File: config.mk
export PLATFORM = sky130hd
export DESIGN_NAME = dw_lsd_denorm_flat
export DESIGN_NICKNAME = d
export VERILOG_FILES = /design/src/rtl/dw_lsd_denorm_if.sv /design/src/rtl/dw_lsd_denorm.sv /design/src/flat_wrapper.sv
export SDC_FILE = /design/constraint.sdc
export NUM_CORES = 1
export LEC_CHECK = 0
export ABC_AREA = 1
export CAP_MARGIN = 5
export CORE_MARGIN = 2
export CORE_UTILIZATION = 30
export CTS_BUF_LIST = sky130_fd_sc_hd__clkbuf_4
export DETAILED_ROUTE_END_ITERATION = 10
export HOLD_SLACK_MARGIN = 0.08
export PLACE_DENSITY_LB_ADDON = 0.2
export SYNTH_ARGS = -nofsm -noshare
export SYNTH_HDL_FRONTEND = slang
export SYNTH_SLANG_ARGS = --single-unit
File: constraint.sdc
create_clock -name clk -period 2 [get_ports clk]
set_input_delay 0.6 -clock clk [delete_from_list [all_inputs] [get_ports clk]]
set_output_delay 0.6 -clock clk [all_outputs]
set_load 0.005 [all_outputs]
File: src/rtl/dw_lsd_denorm_if.sv
// ============================================================================
// Module      : dw_lsd_denorm_if
// Description : Operand/result handshake bundle for the dw_lsd_denorm
//               iterative sign-restoring denormalizer.
//               Optional macro DW_LSD_DENORM_STICKY_EN adds the sticky output.
// Revision    : 1.0 - initial release
// ============================================================================
`default_nettype none

interface dw_lsd_denorm_if #(
  parameter int A_WIDTH    = 8,
  parameter int ADDR_WIDTH = (A_WIDTH > 1) ? $clog2(A_WIDTH) : 1
);
  logic                  in_valid;
  logic                  in_ready;
  logic [A_WIDTH-1:0]    a;
  logic [ADDR_WIDTH-1:0] enc;
  logic                  out_valid;
  logic                  out_ready;
  logic [A_WIDTH-1:0]    res;
  logic                  busy;
`ifdef DW_LSD_DENORM_STICKY_EN
  logic                  sticky;
`endif

  // Producer/consumer side: offers operands, accepts results
  modport master (
    output in_valid, a, enc, out_ready,
`ifdef DW_LSD_DENORM_STICKY_EN
    input  sticky,
`endif
    input  in_ready, out_valid, res, busy
  );

  // Denormalizer side
  modport slave (
    input  in_valid, a, enc, out_ready,
`ifdef DW_LSD_DENORM_STICKY_EN
    output sticky,
`endif
    output in_ready, out_valid, res, busy
  );
endinterface

`default_nettype wire

File: src/rtl/dw_lsd_denorm.sv
// ============================================================================
// Module      : dw_lsd_denorm
// Description : Iterative sign-restoring denormalizer. Arithmetic-right-shifts
//               a normalized two's-complement operand by its leading-sign
//               count, at most STEP bits per cycle, with valid/ready on both
//               sides. Shift counts >= A_WIDTH saturate to A_WIDTH-1.
//               Optional macro DW_LSD_DENORM_STICKY_EN adds a sticky output
//               (OR of all bits shifted out of the LSB).
// Revision    : 1.0 - initial release
// ============================================================================
`default_nettype none

module dw_lsd_denorm #(
  parameter int A_WIDTH = 8,
  parameter int STEP    = 1
) (
  input  wire logic     clk,
  input  wire logic     rst_n,
  dw_lsd_denorm_if.slave bus
);

  localparam int ADDR_WIDTH = (A_WIDTH > 1) ? $clog2(A_WIDTH) : 1;
  // A step wider than the largest legal shift behaves like the largest shift
  localparam int STEP_EFF   = (STEP < A_WIDTH - 1) ? STEP : A_WIDTH - 1;

  localparam logic [ADDR_WIDTH-1:0] c_max_shift = ADDR_WIDTH'(A_WIDTH - 1);
  localparam logic [ADDR_WIDTH-1:0] c_step      = ADDR_WIDTH'(STEP_EFF);

  typedef enum logic [1:0] {
    S_IDLE  = 2'd0,
    S_SHIFT = 2'd1,
    S_DONE  = 2'd2
  } state_t;

  state_t                state_q, state_d;
  logic [A_WIDTH-1:0]    shreg_q, shreg_d;
  logic [ADDR_WIDTH-1:0] rem_q,   rem_d;
  logic [A_WIDTH-1:0]    res_q,   res_d;
`ifdef DW_LSD_DENORM_STICKY_EN
  logic                  sticky_q, sticky_d;
  logic                  w_lost;
`endif

  logic [ADDR_WIDTH-1:0] w_enc_sat;
  logic [ADDR_WIDTH-1:0] w_k;
  logic [A_WIDTH-1:0]    w_shifted;

  // Counts past the top bit (non-power-of-two widths) shift out everything
  // but the sign, which is exactly what A_WIDTH-1 already does.
  assign w_enc_sat = (32'(bus.enc) > 32'(A_WIDTH - 1)) ? c_max_shift : bus.enc;

  // Bits to shift this cycle: min(remaining, step)
  assign w_k       = (rem_q > c_step) ? c_step : rem_q;
  assign w_shifted = A_WIDTH'($signed(shreg_q) >>> w_k);

`ifdef DW_LSD_DENORM_STICKY_EN
  // Any set bit below the shift point is about to fall off the LSB
  assign w_lost = |(shreg_q & ~({A_WIDTH{1'b1}} << w_k));
`endif

  // Next-state and datapath update for the IDLE/SHIFT/DONE sequence
  always_comb begin
    state_d  = state_q;
    shreg_d  = shreg_q;
    rem_d    = rem_q;
    res_d    = res_q;
`ifdef DW_LSD_DENORM_STICKY_EN
    sticky_d = sticky_q;
`endif
    case (state_q)
      S_IDLE: begin
        if (bus.in_valid) begin
          shreg_d  = bus.a;
          rem_d    = w_enc_sat;
`ifdef DW_LSD_DENORM_STICKY_EN
          sticky_d = 1'b0;
`endif
          if (w_enc_sat == '0) begin
            state_d = S_DONE;
            res_d   = bus.a;
          end else begin
            state_d = S_SHIFT;
          end
        end
      end
      S_SHIFT: begin
        shreg_d  = w_shifted;
        rem_d    = rem_q - w_k;
`ifdef DW_LSD_DENORM_STICKY_EN
        sticky_d = sticky_q | w_lost;
`endif
        // Result is published only on the transition into DONE
        if (rem_q == w_k) begin
          state_d = S_DONE;
          res_d   = w_shifted;
        end
      end
      S_DONE: begin
        if (bus.out_ready) begin
          state_d = S_IDLE;
        end
      end
      default: begin
        state_d = S_IDLE;
      end
    endcase
  end

  // State and datapath registers; reset discards any in-flight operand
  always_ff @(posedge clk or negedge rst_n) begin
    if (!rst_n) begin
      state_q  <= S_IDLE;
      shreg_q  <= '0;
      rem_q    <= '0;
      res_q    <= '0;
`ifdef DW_LSD_DENORM_STICKY_EN
      sticky_q <= 1'b0;
`endif
    end else begin
      state_q  <= state_d;
      shreg_q  <= shreg_d;
      rem_q    <= rem_d;
      res_q    <= res_d;
`ifdef DW_LSD_DENORM_STICKY_EN
      sticky_q <= sticky_d;
`endif
    end
  end

  assign bus.in_ready  = (state_q == S_IDLE);
  assign bus.out_valid = (state_q == S_DONE);
  assign bus.busy      = (state_q != S_IDLE);
  assign bus.res       = res_q;
`ifdef DW_LSD_DENORM_STICKY_EN
  assign bus.sticky    = sticky_q;
`endif

endmodule

`default_nettype wire

File: src/flat_wrapper.sv
// flat-port wrapper written by rule: the top's interface ports become plain ports
module dw_lsd_denorm_flat 
#(
  parameter int A_WIDTH = 8,
  parameter int STEP    = 1
)
  (clk, rst_n, bus_in_valid, bus_a, bus_enc, bus_out_ready, bus_in_ready, bus_out_valid, bus_res, bus_busy);
  dw_lsd_denorm_if #(.A_WIDTH(A_WIDTH)) bus_i ();
  input  wire logic clk;
  input  wire logic rst_n;
  input wire logic [$bits(bus_i.in_valid)-1:0] bus_in_valid;
  input wire logic [$bits(bus_i.a)-1:0] bus_a;
  input wire logic [$bits(bus_i.enc)-1:0] bus_enc;
  input wire logic [$bits(bus_i.out_ready)-1:0] bus_out_ready;
  output wire logic [$bits(bus_i.in_ready)-1:0] bus_in_ready;
  output wire logic [$bits(bus_i.out_valid)-1:0] bus_out_valid;
  output wire logic [$bits(bus_i.res)-1:0] bus_res;
  output wire logic [$bits(bus_i.busy)-1:0] bus_busy;
  assign bus_i.in_valid = bus_in_valid;
  assign bus_i.a = bus_a;
  assign bus_i.enc = bus_enc;
  assign bus_i.out_ready = bus_out_ready;
  assign bus_in_ready = bus_i.in_ready;
  assign bus_out_valid = bus_i.out_valid;
  assign bus_res = bus_i.res;
  assign bus_busy = bus_i.busy;
  dw_lsd_denorm #(.A_WIDTH(A_WIDTH), .STEP(STEP)) u_core (.clk(clk), .rst_n(rst_n), .bus(bus_i));
endmodule
==> impl_metrics.json <==
{
  "clock_power_share": 0.095,
  "numPortBuffers": 25,
  "synthMuxAreaShare": 0,
  "min_from": "u_core.shreg_q[5]",
  "syn_area_per_cell_sq_um": 7.21,
  "insertedDiodeCount": 0,
  "die_width_microns": 65.6,
  "r2r_start": "u_core.state_q[0]",
  "final_common_cell": "nand2_1",
  "critPathLaunchType": "register",
  "slowest_delay_ns": 0.51,
  "fmax_mhz": 558,
  "post-route-period-util": 0.897,
  "power_leakage_uw": 0.000820,
  "synth_area_sq_um": 1140,
  "synth_compound_area_frac": 0.0626,
  "cts_buffers": 3,
  "synthCells": 158,
  "finalNonFillerCells": 237,
  "vias": 1058,
  "cts_hold_buffers": 0,
  "cp_top_family": "buffers and inverters",
  "grt_pass1_wl_microns": 4670,
  "ir_worst_vdd_mv": 0.618,
  "holdPathStages": 2,
  "path_cells": "clkdlybuf4s50_1",
  "gp_congestion": 0.820,
  "rrSetupSlack_ns": 0.40,
  "switching_share": 0.444,
  "wirelength_microns": 2660,
  "dp.cells": 231,
  "antenna_found_initial": 0,
  "yosys.area_share.simple": 0.379,
  "ys_warn_count": 0,
  "synth_top_family_by_area": "simple AND/OR/NAND/NOR gates",
  "slew_headroom": 0.809,
  "gr-total-overflow": 0,
  "drv_cap": 0,
  "ios": 26,
  "switchingPower_uw": 1040,
  "final_net_count": 206,
  "status": "completed",
  "setup-violations-final": 0,
  "nFillCells": 388,
  "power_uw": 2340,
  "start_util": 0.311,
  "track_usage": 0.141,
  "hp-class": "register to register",
  "r2r_cells": 8,
  "drt_iter0_markers": 41,
  "rsz0062_at_grt": "false",
  "std_cell_rows": 22,
  "critPathBufInv": 1,
  "hpwl_microns": 2030,
  "grt_max_degree": 22,
  "crit_fanout": 2,
  "wire_per_inst_microns": 11.2,
  "min_period_ns": 1.79,
  "internal_power_uw": 1300,
  "synth-seq-cells": 21,
  "crit_arrival_ns": 1.19,
  "clk_latency_ns": 0.30,
  "final_cell_mix": "76 x nand2_1, 22 x clkdlybuf4s50_1, 20 x dfrtp_1",
  "fin_util": 0.416,
  "tns_ns": 0,
  "seq_area_frac_synth": 0.461,
  "die_height_microns": 65.6,
  "drc": 0,
  "viasPerCell": 4.46,
  "yosysUniqueCellTypes": 21,
  "crit_type": "register to output port",
  "drtAntennaViolNets": 0,
  "synth_adder_area_share": 0.0110,
  "combPwrFrac": 0.575,
  "die_area_sq_um": 4310,
  "slowest_stage": "clkdlybuf4s50_1",
  "power.density_nw_per_um2": 1540,
  "min_to": "u_core.shreg_q[5]",
  "clkTransAtPathRegs_ns": 0.12,
  "cts_buffer_depth": 2,
  "r2r-end": "u_core.bus.res[5]",
  "drt_pass1_iterations": 4,
  "synth_xor_area_frac": 0.00768,
  "pwr-share-seq": 0.330,
  "drive_gt1_frac": 0.132,
  "cts_tree": "done",
  "finClkSkew_ns": 0.00151,
  "maxSlewViolCount": 0,
  "cp-end-kind": "output port",
  "syn_nets": 174,
  "final-hold-violation-count": 0,
  "clock_sinks": 21,
  "root_buffer": "clkbuf_4",
  "grt_pass1_vias": 1069,
  "core_area_sq_um": 3660,
  "worstPathRequired_ns": 1.40,
  "htreeDepth": 1,
  "worst_slew_pin_slew_ns": 0.287,
  "area_growth_pct": 33.5
}
through the flow:
step	worst slack [ns]	cell area (sq um)	hold WS, ns
4_1_cts	-0.0172	1500	0.499
2_1_floorplan	0.623	1140	0.304
3_3_place_gp	0.232	1460	0.462
6_report	0.207	1520	0.492
5_1_grt	0.158	1520	0.517
3_5_place_dp	0.206	1460	0.466
area by class of cell:
class                   instances  area (sq um)  share of cell area
multi-input cells             115           534               0.351
flip-flops and latches         21           527               0.346
repair buffers                 31           303               0.199
inverters                      18          67.6              0.0444
well taps                      48          60.1              0.0395
clock buffers                   4          30.0              0.0197
power by group through the flow:
| stage | clock, uW | combinational [uW] | sequential, uW |
|---|---|---|---|
| floorplan | 0 | 857 | 759 |
| global placement | 0 | 1310 | 775 |
| detailed placement | 0 | 1320 | 779 |
| CTS | 230 | 1350 | 772 |
| global route | 248 | 1540 | 803 |
| finish | 222 | 1340 | 773 |
per-layer routing:
| metal | wire, microns | GRT usage |
|---|---|---|
| met3 | 95 | 0.0171 |
| met5 | 0 | 0 |
| met1 | 1300 | 0.190 |
| met4 | 22 | 0.0547 |
| met2 | 1240 | 0.230 |
worst max-delay path by stage:
stage                     slack [ns]  cells after the start                end              start
after floorplan                 0.62                      9  u_core.bus.res[0]    u_core.rem_q[0]
after global placement          0.23                      2       bus_in_ready  u_core.state_q[0]
after detailed placement        0.21                      7  u_core.bus.res[0]       bus_in_valid
after CTS                      -0.02                      2       bus_in_ready  u_core.state_q[0]
after global routing            0.16                      1         bus_res[0]  u_core.bus.res[0]
final                           0.21                      1         bus_res[0]  u_core.bus.res[0]
cell usage after synthesis:
cell type / number / area [sq um]
nand2_1: 76 / 285
dfrtp_1: 21 / 526
inv_1: 14 / 52.6
nand3_1: 14 / 70.1
nor2_1: 6 / 22.5
nand2_2: 4 / 25.0
o21ai_0: 4 / 20.0
buf_2: 3 / 15.0
inv_2: 3 / 11.3
a21oi_1: 2 / 10.0
a21boi_0: 1 / 7.51
buf_4: 1 / 7.51
clkinv_1: 1 / 3.75
ha_1: 1 / 12.5
nand3_4: 1 / 17.5
nor2_4: 1 / 11.3
o211ai_1: 1 / 7.51
o21ai_1: 1 / 5.00
o21ai_2: 1 / 8.76
o31ai_2: 1 / 12.5
xor2_1: 1 / 8.76
cells by family (layout without fill, tap and decap cells):
group | after synthesis | in the layout
simple gates | 102 | 102
buf+inv | 22 | 53
flops | 21 | 21
compound gates | 11 | 11
fa+ha+maj | 1 | 1
xor+xnor | 1 | 1
flip-flops by register name (all words and copies together), names as in the netlist:
register,count
u_core.state_q,2
u_core.shreg_q,8
u_core.bus.res,8
u_core.rem_q,3
timing repair:
action | in CTS | in global routing
gates cloned | 0 | 0
resized for setup | 3 | 5
buffers inserted | 1 | 1
endpoints found under the setup margin | 3 | 3
pin swaps | 0 | 0
(Power assumes the default switching activity.)
